$ cat config.mk
export PLATFORM = sky130hd
export DESIGN_NAME = wbus_transfer_sequencer
export DESIGN_NICKNAME = d
export VERILOG_FILES = /design/src/rtl/wbus_transfer_sequencer.sv
export SDC_FILE = /design/constraint.sdc
export NUM_CORES = 1
export LEC_CHECK = 0
export BUFFER_PORTS_ARGS = -buffer_cell sky130_fd_sc_hd__buf_2
export CORE_UTILIZATION = 49
export CTS_CLUSTER_DIAMETER = 80
export CTS_CLUSTER_SIZE = 10
export DETAILED_ROUTE_END_ITERATION = 10
export GPL_TIMING_DRIVEN = 0
export HOLD_SLACK_MARGIN = 0.08
export PLACE_DENSITY_LB_ADDON = 0.25
export SLEW_MARGIN = 10
export SYNTH_ARGS = -nofsm -noshare
export SYNTH_HDL_FRONTEND = slang
export SYNTH_SLANG_ARGS = --single-unit
$ cat constraint.sdc
create_clock -name CLK -period 2.1 [get_ports CLK]
set_clock_uncertainty 0.05 [all_clocks]
set_input_delay 0.105 -clock CLK [delete_from_list [all_inputs] [get_ports CLK]]
set_output_delay 0.105 -clock CLK [all_outputs]
set_load 0.05 [all_outputs]
$ cat src/rtl/wbus_transfer_sequencer.sv
// WBUS scheduler: queues register-to-register move commands and sequences
// each one as a SETUP (source drives) cycle followed by an XFER (destination loads) cycle.
module wbus_transfer_sequencer #(
  parameter int N_PORTS = 8,
  parameter int SEL_W   = 3,
  parameter int DEPTH   = 4,
  localparam int LVL_W  = (SEL_W > $clog2(DEPTH + 1)) ? SEL_W : $clog2(DEPTH + 1)
) (
  input  logic               CLK,
  input  logic               nCLR,
  input  logic               req,
  input  logic [SEL_W-1:0]   src,
  input  logic [SEL_W-1:0]   dst,
  output logic               ready,
  input  logic               halt,
  output logic [N_PORTS-1:0] E,
  output logic [N_PORTS-1:0] nL,
  output logic               done,
  output logic               err,
  output logic [LVL_W-1:0]   level,
  output logic               busy
);

  localparam int PTR_W = $clog2(DEPTH);
  localparam logic [LVL_W-1:0]   FULL = LVL_W'(DEPTH);
  localparam logic [SEL_W:0]     NP   = (SEL_W + 1)'(N_PORTS);
  localparam logic [N_PORTS-1:0] ONE  = N_PORTS'(1);

  typedef enum logic [1:0] {IDLE, SETUP, XFER} state_t;

  state_t             state, state_next;
  logic [2*SEL_W-1:0] mem [DEPTH];
  logic [PTR_W-1:0]   wr_ptr, rd_ptr;
  logic [LVL_W-1:0]   count;
  logic [SEL_W-1:0]   cur_src, cur_dst;
  logic               cmd_ok, push, pop, err_r;

  assign cmd_ok = (src != dst) && ({1'b0, src} < NP) && ({1'b0, dst} < NP);
  assign ready  = (count != FULL);
  assign push   = req && ready && cmd_ok;

  always_comb begin
    state_next = state;
    pop        = 1'b0;
    case (state)
      IDLE: begin
        if ((count != '0) && !halt) begin
          state_next = SETUP;
          pop        = 1'b1;
        end
      end
      SETUP: state_next = XFER;
      XFER: begin
        if ((count != '0) && !halt) begin
          state_next = SETUP;
          pop        = 1'b1;
        end else begin
          state_next = IDLE;
        end
      end
      default: state_next = IDLE;
    endcase
  end

  // Control: FSM, FIFO pointers/occupancy and the reject pulse
  always_ff @(posedge CLK or negedge nCLR) begin
    if (!nCLR) begin
      state  <= IDLE;
      wr_ptr <= '0;
      rd_ptr <= '0;
      count  <= '0;
      err_r  <= 1'b0;
    end else begin
      state <= state_next;
      err_r <= req && ready && !cmd_ok;
      if (push) wr_ptr <= wr_ptr + PTR_W'(1);
      if (pop)  rd_ptr <= rd_ptr + PTR_W'(1);
      case ({push, pop})
        2'b10:   count <= count + LVL_W'(1);
        2'b01:   count <= count - LVL_W'(1);
        default: count <= count;
      endcase
    end
  end

  // Data: FIFO storage and the current command; meaningful only while state != IDLE
  always_ff @(posedge CLK) begin
    if (push) mem[wr_ptr] <= {src, dst};
    if (pop)  {cur_src, cur_dst} <= mem[rd_ptr];
  end

  assign E     = (state != IDLE) ? (ONE << cur_src) : '0;
  assign nL    = (state == XFER) ? ~(ONE << cur_dst) : '1;
  assign done  = (state == XFER);
  assign err   = err_r;
  assign level = count;
  assign busy  = (state != IDLE) || (count != '0);

endmodule

# ---- Word-level counts from Yosys, hierarchy flattened
# Memory sizes are Yosys's and may differ from the RTL's. A register that Yosys moved wholly into a read port is not among the register bits.
# Cells that the tools add are included.
# Widths: inputs -> output; s select.
dict set report word_totals {
  ff_bits 10
  mem_bits_rw 24
  in_bits 10
  output_inout_bits 23
  n_memories 1
}
dict set report classes {
  addsub 4
  n_eq_ne 7
  shift 2
  muxes 10
  bitwise 1
  reduce_logical 12
}
# memory words width rd rd_ports_with_merged_regs wr line_no
set mem_list {}
lappend mem_list {mem 4 6 1 1 1 32} ;# logic [2*SEL_W-1:0] mem [DEPTH];
# operator n
set op_table {}
lappend op_table {{$mux 8} 2}
lappend op_table {{$shl 1x3->8 const A} 2}
lappend op_table {{$not 8->8} 1}
lappend op_table {{$pmux 2 s3} 1}
lappend op_table {{$pmux 3 s2} 1}
lappend op_table {{$mux 1} 5}
lappend op_table {{$add 2x1->2 const B} 2}
lappend op_table {{$eq 2x1->1 const B} 2}
lappend op_table {{$eq 2x2->1 const B} 2}
lappend op_table {{$logic_and 1x1->1} 4}
lappend op_table {{$reduce_bool 2->1} 2}
lappend op_table {{$add 3x1->3 const B} 1}
lappend op_table {{$ne 3x3->1} 1}
lappend op_table {{$ne 3x3->1 const B} 1}
lappend op_table {{$reduce_bool 3->1} 1}
lappend op_table {{$sub 3x1->3 const B} 1}
lappend op_table {{$logic_not 1->1} 2}
lappend op_table {{$logic_not 2->1} 1}
lappend op_table {{$mux 2} 1}
lappend op_table {{$ne 2x2->1 const B} 1}
lappend op_table {{$reduce_or 2->1} 1}
lappend op_table {{$logic_or 1x1->1} 1}

# ---- Logic depth before layout (Yosys ltp)
# Gate-level depths: netlist of the first run.
dict set report logic_depth {
  ltp_word 6
  ltp_mapped 9
  ltp_nobuf 9
}

# ---- Worst setup path before layout of the first run
# No wires, ideal clock.
dict set report synth_timing {
  path_type {register to register}
  start {register count[0] (netlist: level[0])}
  end {register count[2] (netlist: level[2])}
  arrival_time_ps 2615
  slack_ps -647
  path_stages_with_launch 9
  path_buffers 0
  period_less_slack_ps 2747
  path_cell_list {dfrtp_1 -> nor3_1 -> nor3_1 -> ha_1 -> inv_1 -> fa_1 -> xor2_1 -> nor2_1 -> xor2_1}
}
dict set report synth_between {
  elab_chain_len 6
  word_cells_on_any_way 13
  classes_between {2 x add/sub; 3 x eq/ne; 3 x mux; 5 x reduce/logical}
}
# element line_no
set synth_lines {}
lappend synth_lines {{from (decl)} 34} ;# logic [LVL_W-1:0] count;
lappend synth_lines {{from (signal assigned)} 79} ;# 2'b10: count <= count + LVL_W'(1);
lappend synth_lines {{from (signal assigned)} 80} ;# 2'b01: count <= count - LVL_W'(1);
lappend synth_lines {{from (signal assigned)} 81} ;# default: count <= count;
lappend synth_lines {{$reduce_bool 3->1 (*)} {47, 54}}
lappend synth_lines {{$logic_and 1x1->1 (*)} {47, 54}}
lappend synth_lines {{$mux 1 (*)} {47, 54}}
lappend synth_lines {{$mux 1 (*)} -}
lappend synth_lines {{via pop} 36} ;# logic cmd_ok, push, pop, err_r;
lappend synth_lines {{$eq 2x1->1 or $eq 2x2->1 (tied branches)} 78} ;# case ({push, pop})
lappend synth_lines {{$pmux 3 s2 or $reduce_bool 2->1 (tied branches)} -}
# Mark *: on every way through the listed nets, which the timed path passes. The rest lies on a longest branch.
# A chain may end at the register's enable or synchronous reset.

# ---- Worst setup path in the final report of the first run
# Ends and elaborated chain as after synthesis.

==> results of run 1 <==
worst paths after layout:
check	cells past startpoint	end	slack, ps	startpoint
setup / recovery	9	level[2]	70	level[0]
hold / removal	2	rd_ptr[1]	80	nCLR
setup reg to reg	9	level[2]	70	level[0]
hold reg to reg	1	state[1]	450	state[1]
max in group asynchronous	2	level[0]	1710	nCLR
min in group CLK	4	err	100	src[0]
flip-flops by register name (all words and copies together) (netlist names):
register,flops
wr_ptr,2
rd_ptr,2
err,1
cur_dst,3
level,3
state,2
mem,24
cur_src,3
per-layer routing:
layer | vias to the layer above | share of wire [%] | GRT usage, %
met4 | 0 | 1.5 | 6.67
met3 | 5 | 4.7 | 6.83
met5 | - | 0 | 0
met2 | 30 | 52 | 30.1
li1 | 516 | - | -
met1 | 524 | 42 | 21.7
area by class of cell:
type                            instances  area [µm²]
Fill cell                             263        1190
Buffer                                  2        8.76
Inverter                                8        30.0
Clock buffer                            7        45.0
Sequential cell                        40        1160
Multi-Input combinational cell         66         612
Tap cell                               46        57.6
Timing Repair Buffer                   46         288
Clock inverter                          1        3.75
repair_timing:
item	CTS	global route
hold buffers	9	0
setup endpoints to repair	2	1
endpoints found under the hold margin	37	0
gates resized for setup	0	2
buffers inserted	4	1
pin swaps	3	2
power groups by stage:
stage	clock network [mW]	logic, mW	registers [mW]
floorplan	0	0.842	1.37
global placement	0	1.16	1.27
detailed placement	0	1.20	1.30
CTS	0.371	1.27	1.27
global route	0.409	1.40	1.29
finish	0.361	1.28	1.26
worst max-delay path, stage by stage (launching register included):
cell	delay (ps)
dfrtp_4	520
buf_4	170
nor3_4	280
nor3_4	80
ha_4	180
inv_1	80
fa_2	210
xor2_1	170
nor2_1	70
xor2_1	140
cells by family (layout without fill, tap and decap cells):
family | after synthesis | after routing | share of synthesized area, %
multiplexers | 8 | 8 | 9.11
AND/OR/NAND/NOR | 41 | 41 | 12.2
adder cells (fa/ha/maj) | 6 | 6 | 4.70
XOR/XNOR | 9 | 9 | 4.48
buffers and inverters | 10 | 64 | 2.21
AO/OA/AOI/OAI | 2 | 2 | 1.78
flip-flops | 40 | 40 | 65.5
metrics by stage:
| stage | setup TNS [ps] | worst slack, ps |
|---|---|---|
| 2_1_floorplan | -28.5 | -28.5 |
| 3_3_place_gp | 0 | 2.31 |
| 3_5_place_dp | -80.4 | -80.4 |
| 4_1_cts | 0 | 50.7 |
| 5_1_grt | -0.0477 | -0.0477 |
| 6_report | 0 | 68.7 |
layout by cell type, fill, tap and decap left out, types with 4 or more instances in the layout:
cell            n
edfxtp_1       30
dlygate4sd3_1   9
buf_2          33
nor2b_1         5
ha_1            4
clkbuf_4        5
xor2_1          4
inv_1           7
nor3_1          4
xnor2_1         5
nor2_1          9
nand2_1         8
buf_4           5
mux4_2          6
dfrtp_1         7
==> reports/results.tsv, run 1 <==
stage	metric	value	unit
logic_synthesis	Yosys warning count	0	
routing	# DRC	0	
routing	WL/cell	14.2	µm
routing	DR vias	1075	
logic_synthesis	Net Count, Synth	132	
pwr	P_int	1.74	mW
sta	fin. max-slew vios	0	
place	I/O Buffers	32	
sta	fmax	492	MHz
die	# IOs	33	
die	core region area	3390	µm²
grt	number of global-route vias before repair	980	
die	Starting Density	51.9	%
logic_synthesis	asr flop ratio synth	25.0	%
clock_network	CTS H-tree lvls	2	
clock_network	Reg clk slew, reported paths	110	ps
logic_synthesis	Avg Cell Area, Syn	15.2	µm²
critical_path	critical path class	flip-flop to flip-flop	
pwr	Peak VDD IR	0.645	mV
die	standard-cell rows	21	
critical_path	Critical Path Source Type	flip-flop	
clock_network	clock root buffer	clkbuf_4	
pwr	Lkg Pwr	0.856	nW
logic_synthesis	Post-Synthesis Cells	116	
die	die area	3830	µm²
sta	worst slew pin tran	454	ps
critical_path	CP max FO	4	
routing	drt pass-1 iters	4	
logic_synthesis	area fraction of the dominant cell type after synthesis	51.2	%
place	dpl cell area	2020	µm²
clock_network	clk sinks	40	
logic_synthesis	synth top area cells	edfxtp_1, dfrtp_1, mux4_2, ha_1, xnor2_1	
critical_path	CP endpoint kind	flip-flop	
pwr	switching share of power	40.1	%
job	max_cap viols	0	
finish	fraction of layout cells with a size suffix above 1	37.6	%
finish	Nets	185	
sta	min cycle time layout	2030	ps
logic_synthesis	Post-synth top flop	edfxtp_1	
finish	Area Growth Syn to Fin	25.3	%
routing	1st-iter DRT viols	22	
logic_synthesis	synthesized cell area	1760	µm²
die	die height	61.9	µm
sta	Final setup viols	0	
clock_network	worst skew pair latency	340	ps
pwr	Power, Total	2.90	mW
logic_synthesis	area leader, netlist	edfxtp_1	
run_status	status	finished, final reports clean	
clock_network	total CTS buffers	5	
logic_synthesis	synthesis-stage register bit count	40	
pwr	sequential power share	43.5	%
logic_synthesis	most common cell in the netlist	edfxtp_1	
routing	via/cell ratio	4.98	
clock_network	maximum root-to-sink buffer count	2	
sta	Hold Fails Final Rpt	0	
sta	WHS	80.7	ps
grt	GRT Resource Usage Total	18.1	%
logic_synthesis	sequential area share after synthesis	65.5	%
pwr	power per cell area	1320	nW/µm²
logic_synthesis	Post-synth EDFFs	30	
grt	initial antenna violation count	0	
critical_path	crit path DAT	2220	ps
finish	non-filler cells in the finished layout	216	
logic_synthesis	Yosys cell types	25	
die	Die X	61.9	µm
place	gpl congestion	0.754	
place	HPWL Detailed	2200	µm
finish	final core utilization	65.0	%
place	Placed Instances	194	
clock_network	CTS tree	yes	
grt	grt total ovfl	0	
routing	final wirelength	3080	µm
pwr	reported net switching power	1.16	mW
routing	ANT nets after route	0	
finish	Antenna Cells	0	
critical_path	critical path data required time	2290	ps
grt	first-pass GRT wire length	4550	µm
sta	worst rel slew slack	69.7	%
min_path	HP Class	input port to asynchronous set/reset pin	
logic_synthesis	synth cell count leaders	edfxtp_1, dfrtp_1, nor2_1, inv_1, nand2_1	
pwr	logic gate share of total power	44.1	%
grt	largest net degree at the start of global routing	12	
sta	fin crit share	96.7	%
pwr	power share of the clock group	12.4	%
finish	final instance area	2200	µm²
No activity file was read; power rests on OpenSTA's default activity.
==> run 2: changes to the inputs <==
Settings changed: CORE_UTILIZATION 49 to 58.
Clock period 2.1 ns to 2.54 ns, I/O delays scaled along.
==> reports/results.tsv, run 2 (synthesis gave the netlist of run 1 again) <==
stage	metric	value	unit
clock_network	CTS H-tree lvls	2	
clock_network	total CTS buffers	5	
pwr	power per cell area	1130	nW/µm²
job	max_cap viols	0	
place	I/O Buffers	32	
clock_network	CTS tree	yes	
routing	via/cell ratio	5.41	
die	Starting Density	62.7	%
sta	fmax	430	MHz
die	die height	57.1	µm
sta	Hold Fails Final Rpt	0	
critical_path	critical path class	input port to flip-flop	
critical_path	largest delay contributor family on the critical path	buffers and inverters	
grt	number of global-route vias before repair	1070	
pwr	logic gate share of total power	40.2	%
finish	max reg flops	24	
clock_network	post-CTS setup buffers	0	
run_status	status	finished, violations left	
critical_path	Critical Path Source Type	input port	
die	Die X	57.1	µm
sta	setup TNS	0	ps
pwr	power share of the clock group	17.2	%
routing	ANT nets after route	0	
critical_path	crit path DAT	2560	ps
min_path	HP Class	input port to asynchronous set/reset pin	
finish	Top reg by flops	mem	
sta	worst rel slew slack	57.4	%
routing	# DRC	8	
routing	drt pass-1 iters	7	
critical_path	CP max FO	7	
grt	GRT Resource Usage Total	21.3	%
routing	1st-iter DRT viols	69	
finish	non-filler cells in the finished layout	196	
clock_network	Reg clk slew, reported paths	110	ps
run_status	failing checks	design-rule violations	
sta	worst slew pin tran	633	ps
critical_path	worst path bufs/invs	4	
finish	Nets	180	
pwr	Peak VDD IR	0.681	mV
critical_path	CP endpoint kind	flip-flop	
grt	largest net degree at the start of global routing	14	
grt	grt total ovfl	0	
clock_network	clk sinks	40	
place	HPWL Detailed	2110	µm
clock_network	clock root buffer	clkbuf_4	
pwr	Lkg Pwr	0.844	nW
clock_network	maximum root-to-sink buffer count	2	
critical_path	critical path data required time	2770	ps
finish	Reg area	1150	µm²
die	standard-cell rows	19	
die	core region area	2810	µm²
pwr	P_int	1.47	mW
sta	WHS	130	ps
place	gpl congestion	0.730	
routing	WL/cell	15.6	µm
pwr	reported net switching power	0.947	mW
sta	RSZ-0062 raised after global routing	no	
sta	fin. max-slew vios	0	
routing	final wirelength	3060	µm
finish	Area Growth Syn to Fin	21.6	%
finish	commonest non-fill, non-tap cells in the layout	buf_2, edfxtp_1, dfrtp_1	
grt	initial antenna violation count	0	
critical_path	Critical-path top delay cell	dlygate4sd3_1	
finish	Multi-input gate area	579	µm²
place	Placed Instances	179	
pwr	sequential power share	42.6	%
clock_network	worst skew pair latency	350	ps
die	die area	3260	µm²
grt	first-pass GRT wire length	4860	µm
routing	DR vias	1060	
sta	Final setup viols	0	
sta	fin crit share	91.5	%
pwr	switching share of power	39.2	%
finish	fillcell total	177	
critical_path	CP peak stage delay	530	ps
sta	min cycle time layout	2320	ps
finish	fraction of layout cells with a size suffix above 1	32.7	%
die	# IOs	33	
finish	most common cell after layout, fill and taps aside	buf_2	
critical_path	CP cell instances	dlygate4sd3_1 > buf_2 > xnor2_1 > a311oi_4 > inv_1 > ha_1 > inv_1 > fa_1 > xor2_1 > nor2_1 > xor2_1	
finish	Antenna Cells	0	
run 2: changes by cell type in the layout (fill, tap and decap cells not counted), moves of 2 or more:
cell and delta:
dfrtp_1 +3, buf_4 -5, dfrtp_2 -2, clkbuf_1 -2
run 2: through the flow:
step | setup slack [ps] | utilization [%] | power, mW | cell area (µm²)
final | 216 | 76.2 | 2.42 | 2140
after global routing | 101 | 76.2 | 2.55 | 2140
after CTS | 83.9 | 76.0 | 2.42 | 2130
after detailed placement | 113 | 69.9 | 2.00 | 1960
after global placement | 234 | 69.9 | 1.95 | 1960
after floorplan | 62.9 | - | 1.77 | 1760
run 2: path summary, 6_finish.rpt:
kind / from / end / slack, ps / cells after the start
setup / recovery: dst[0] / level[2] / 220 / 11
hold / removal: nCLR / level[1] / 130 / 2
setup reg to reg: level[0] / level[2] / 260 / 8
hold reg to reg: state[1] / state[1] / 420 / 1
max in group asynchronous: nCLR / level[0] / 2130 / 2
min in group CLK: state[1] / state[1] / 420 / 1
run 2: area by class of cell:
cell class / instances / area share [%]
clock inverter: 3 / 1.99
inverter: 8 / 1.40
tap: 31 / 1.81
timing repair buffer: 41 / 11.7
buffer: 2 / 0.410
clock buffer: 5 / 1.76
sequential: 40 / 53.8
multi-input combinational: 66 / 27.1
run 2: metal layers:
layer  share of wire (%)  track usage, %  vias to the layer above
li1                    -               -                      507
met5                   0               0                        -
met2                  54            38.7                       34
met1                  40            24.0                      512
met3                 4.4            6.12                        7
met4                 1.6            7.67                        0
run 2: power by group through the flow:
stage / registers (mW) / logic, mW / clock network, mW
after global routing: 1.05 / 1.05 / 0.446
after CTS: 1.03 / 0.972 / 0.419
after floorplan: 1.10 / 0.673 / 0
after detailed placement: 1.04 / 0.957 / 0
after global placement: 1.02 / 0.923 / 0
final: 1.03 / 0.971 / 0.416
run 2: repair_timing:
| action | CTS | global route |
|---|---|---|
| endpoints found under the setup margin | 0 | 1 |
| gates resized for setup | 0 | 1 |
| hold buffers | 9 | 0 |
| endpoints found under the hold margin | 37 | 0 |
==> run 3: changes to the inputs <==
--- a/config.mk
+++ b/config.mk
@@ -7,4 +7,3 @@
 export LEC_CHECK = 0
-export BUFFER_PORTS_ARGS = -buffer_cell sky130_fd_sc_hd__buf_2
-export CORE_UTILIZATION = 58
+export CORE_UTILIZATION = 66
 export CTS_CLUSTER_DIAMETER = 80
@@ -12,2 +11,3 @@
 export DETAILED_ROUTE_END_ITERATION = 10
+export DONT_BUFFER_PORTS = 1
 export GPL_TIMING_DRIVEN = 0
==> constraint.sdc (replaced) <==
create_clock -name CLK -period 2.54 [get_ports CLK]
set_clock_uncertainty 0.05 [all_clocks]
set_input_delay 0 -clock CLK [delete_from_list [all_inputs] [get_ports CLK]]
set_output_delay 0 -clock CLK [all_outputs]
set_load 0.05 [all_outputs]
==> reports/results.tsv, run 3 (synthesis gave the netlist of run 1 again) <==
stage	metric	value	unit
grt	first-pass GRT wire length	4020	µm
die	Starting Density	70.3	%
die	standard-cell rows	18	
routing	# DRC	0	
routing	drt pass-1 iters	4	
pwr	power per cell area	1170	nW/µm²
pwr	Power, Total	2.36	mW
finish	Antenna Cells	0	
run_status	status	finished, final reports clean	
die	core region area	2500	µm²
sta	worst slew pin tran	896	ps
finish	fraction of layout cells with a size suffix above 1	22.8	%
finish	Top reg by flops	mem	
pwr	Lkg Pwr	0.735	nW
finish	most common cell after layout, fill and taps aside	edfxtp_1	
grt	grt total ovfl	0	
sta	fin. max-slew vios	0	
routing	DR vias	933	
grt	number of global-route vias before repair	876	
place	gpl congestion	0.704	
grt	initial antenna violation count	0	
finish	non-filler cells in the finished layout	166	
critical_path	crit path DAT	2490	ps
routing	WL/cell	15.7	µm
place	Placed Instances	146	
critical_path	CP endpoint kind	flip-flop	
critical_path	Critical Path Source Type	flip-flop	
critical_path	CP max FO	7	
die	Die X	53.6	µm
sta	Hold Fails Final Rpt	0	
grt	largest net degree at the start of global routing	14	
finish	max reg flops	24	
place	I/O Buffers	0	
clock_network	Reg clk slew, reported paths	120	ps
clock_network	clk sinks	40	
min_path	HP Class	input port to flip-flop	
finish	Area Growth Syn to Fin	15.2	%
routing	ANT nets after route	0	
routing	via/cell ratio	5.62	
sta	RSZ-0062 raised after global routing	no	
pwr	Peak VDD IR	1.08	mV
finish	Nets	151	
grt	GRT Resource Usage Total	21.8	%
critical_path	worst path bufs/invs	2	
clock_network	clock root buffer	clkbuf_4	
die	die height	53.6	µm
sta	min cycle time layout	2320	ps
finish	commonest non-fill, non-tap cells in the layout	edfxtp_1, dlygate4sd3_1, nor2_1	
routing	1st-iter DRT viols	16	
die	die area	2870	µm²
sta	worst rel slew slack	40.1	%
critical_path	Critical-path top delay cell	dfrtp_2	
routing	final wirelength	2610	µm
die	# IOs	33	
clock_network	CTS tree	yes	
clock_network	maximum root-to-sink buffer count	2	
critical_path	critical path data required time	2710	ps
clock_network	CTS H-tree lvls	2	
critical_path	flop-to-flop setup slack	220	ps
sta	fmax	431	MHz
sta	WHS	346	ps
critical_path	largest delay contributor family on the critical path	flip-flops	
clock_network	total CTS buffers	5	
sta	Final setup viols	0	
sta	setup TNS	0	ps
critical_path	critical path class	flip-flop to flip-flop	
job	max_cap viols	0	
place	HPWL Detailed	1850	µm
critical_path	CP peak stage delay	550	ps
critical_path	CP cell instances	nor3b_4 > a311oi_4 > inv_1 > ha_1 > inv_1 > fa_1 > xor2_1 > nor2_1 > xor2_1	
sta	fin crit share	91.3	%
clock_network	worst skew pair latency	340	ps
==> run 3: worst paths after layout <==
kind / to / startpoint / depth (start not counted)
max in group asynchronous: level[0] / nCLR / 2
worst min register to register: state[1] / state[1] / 1
worst max register to register: level[2] / level[2] / 9
worst max-delay path: level[2] / level[2] / 9
min in group asynchronous: wr_ptr[1] / nCLR / 2
worst min-delay path: err / req / 3
==> run 3: where the power goes <==
part / total, mW / internal, mW / leakage, nW / switching (mW)
clock network: 0.402 / 0.205 / 0.0412 / 0.197
logic: 0.823 / 0.319 / 0.299 / 0.504
registers: 1.14 / 0.917 / 0.394 / 0.221
total: 2.36 / 1.44 / 0.735 / 0.922
==> run 3: metal layers <==
| layer | track usage, % | share of wire [%] |
|---|---|---|
| met1 | 25.4 | 43 |
| met2 | 37.1 | 52 |
| met3 | 8.47 | 5.0 |
| met4 | 6.58 | 0.15 |
| met5 | 0 | 0 |
==> run 3: through the flow <==
step           worst slack, ps  cell area, µm²  util [%]
6_report                   222            2020      81.0
5_1_grt                   72.4            2020      81.0
4_1_cts                   16.5            2000      80.0
3_5_place_dp              -223            1810      72.4
3_3_place_gp              -151            1800      72.0
2_1_floorplan             62.9            1760         -
==> run 3: worst register-to-register path: cells and delay by family, from the launching register on <==
kind,cells,cell delay [ps]
flip-flops,1,550
AO/OA/AOI/OAI,1,430
adder cells (fa/ha/maj),2,410
XOR/XNOR,2,300
AND/OR/NAND/NOR,2,290
buffers and inverters,2,170
==> run 3: repair_timing <==
action                                  in CTS  in global routing
pin swaps                                    0                  1
hold buffers                                10                  0
buffers inserted                             0                  2
gates resized for setup                      4                  2
endpoints found under the setup margin       2                  3
hold endpoints to repair                    46                  0
==> run 3: layout make-up <==
cell class / count / area, µm²
inverters: 8 / 30.0
plain buffers: 2 / 8.76
repair buffers: 12 / 115
well taps: 30 / 37.5
fillers: 130 / 475
clock inverters: 3 / 42.5
multi-input cells: 66 / 598
flip-flops and latches: 40 / 1150
clock buffers: 5 / 37.5
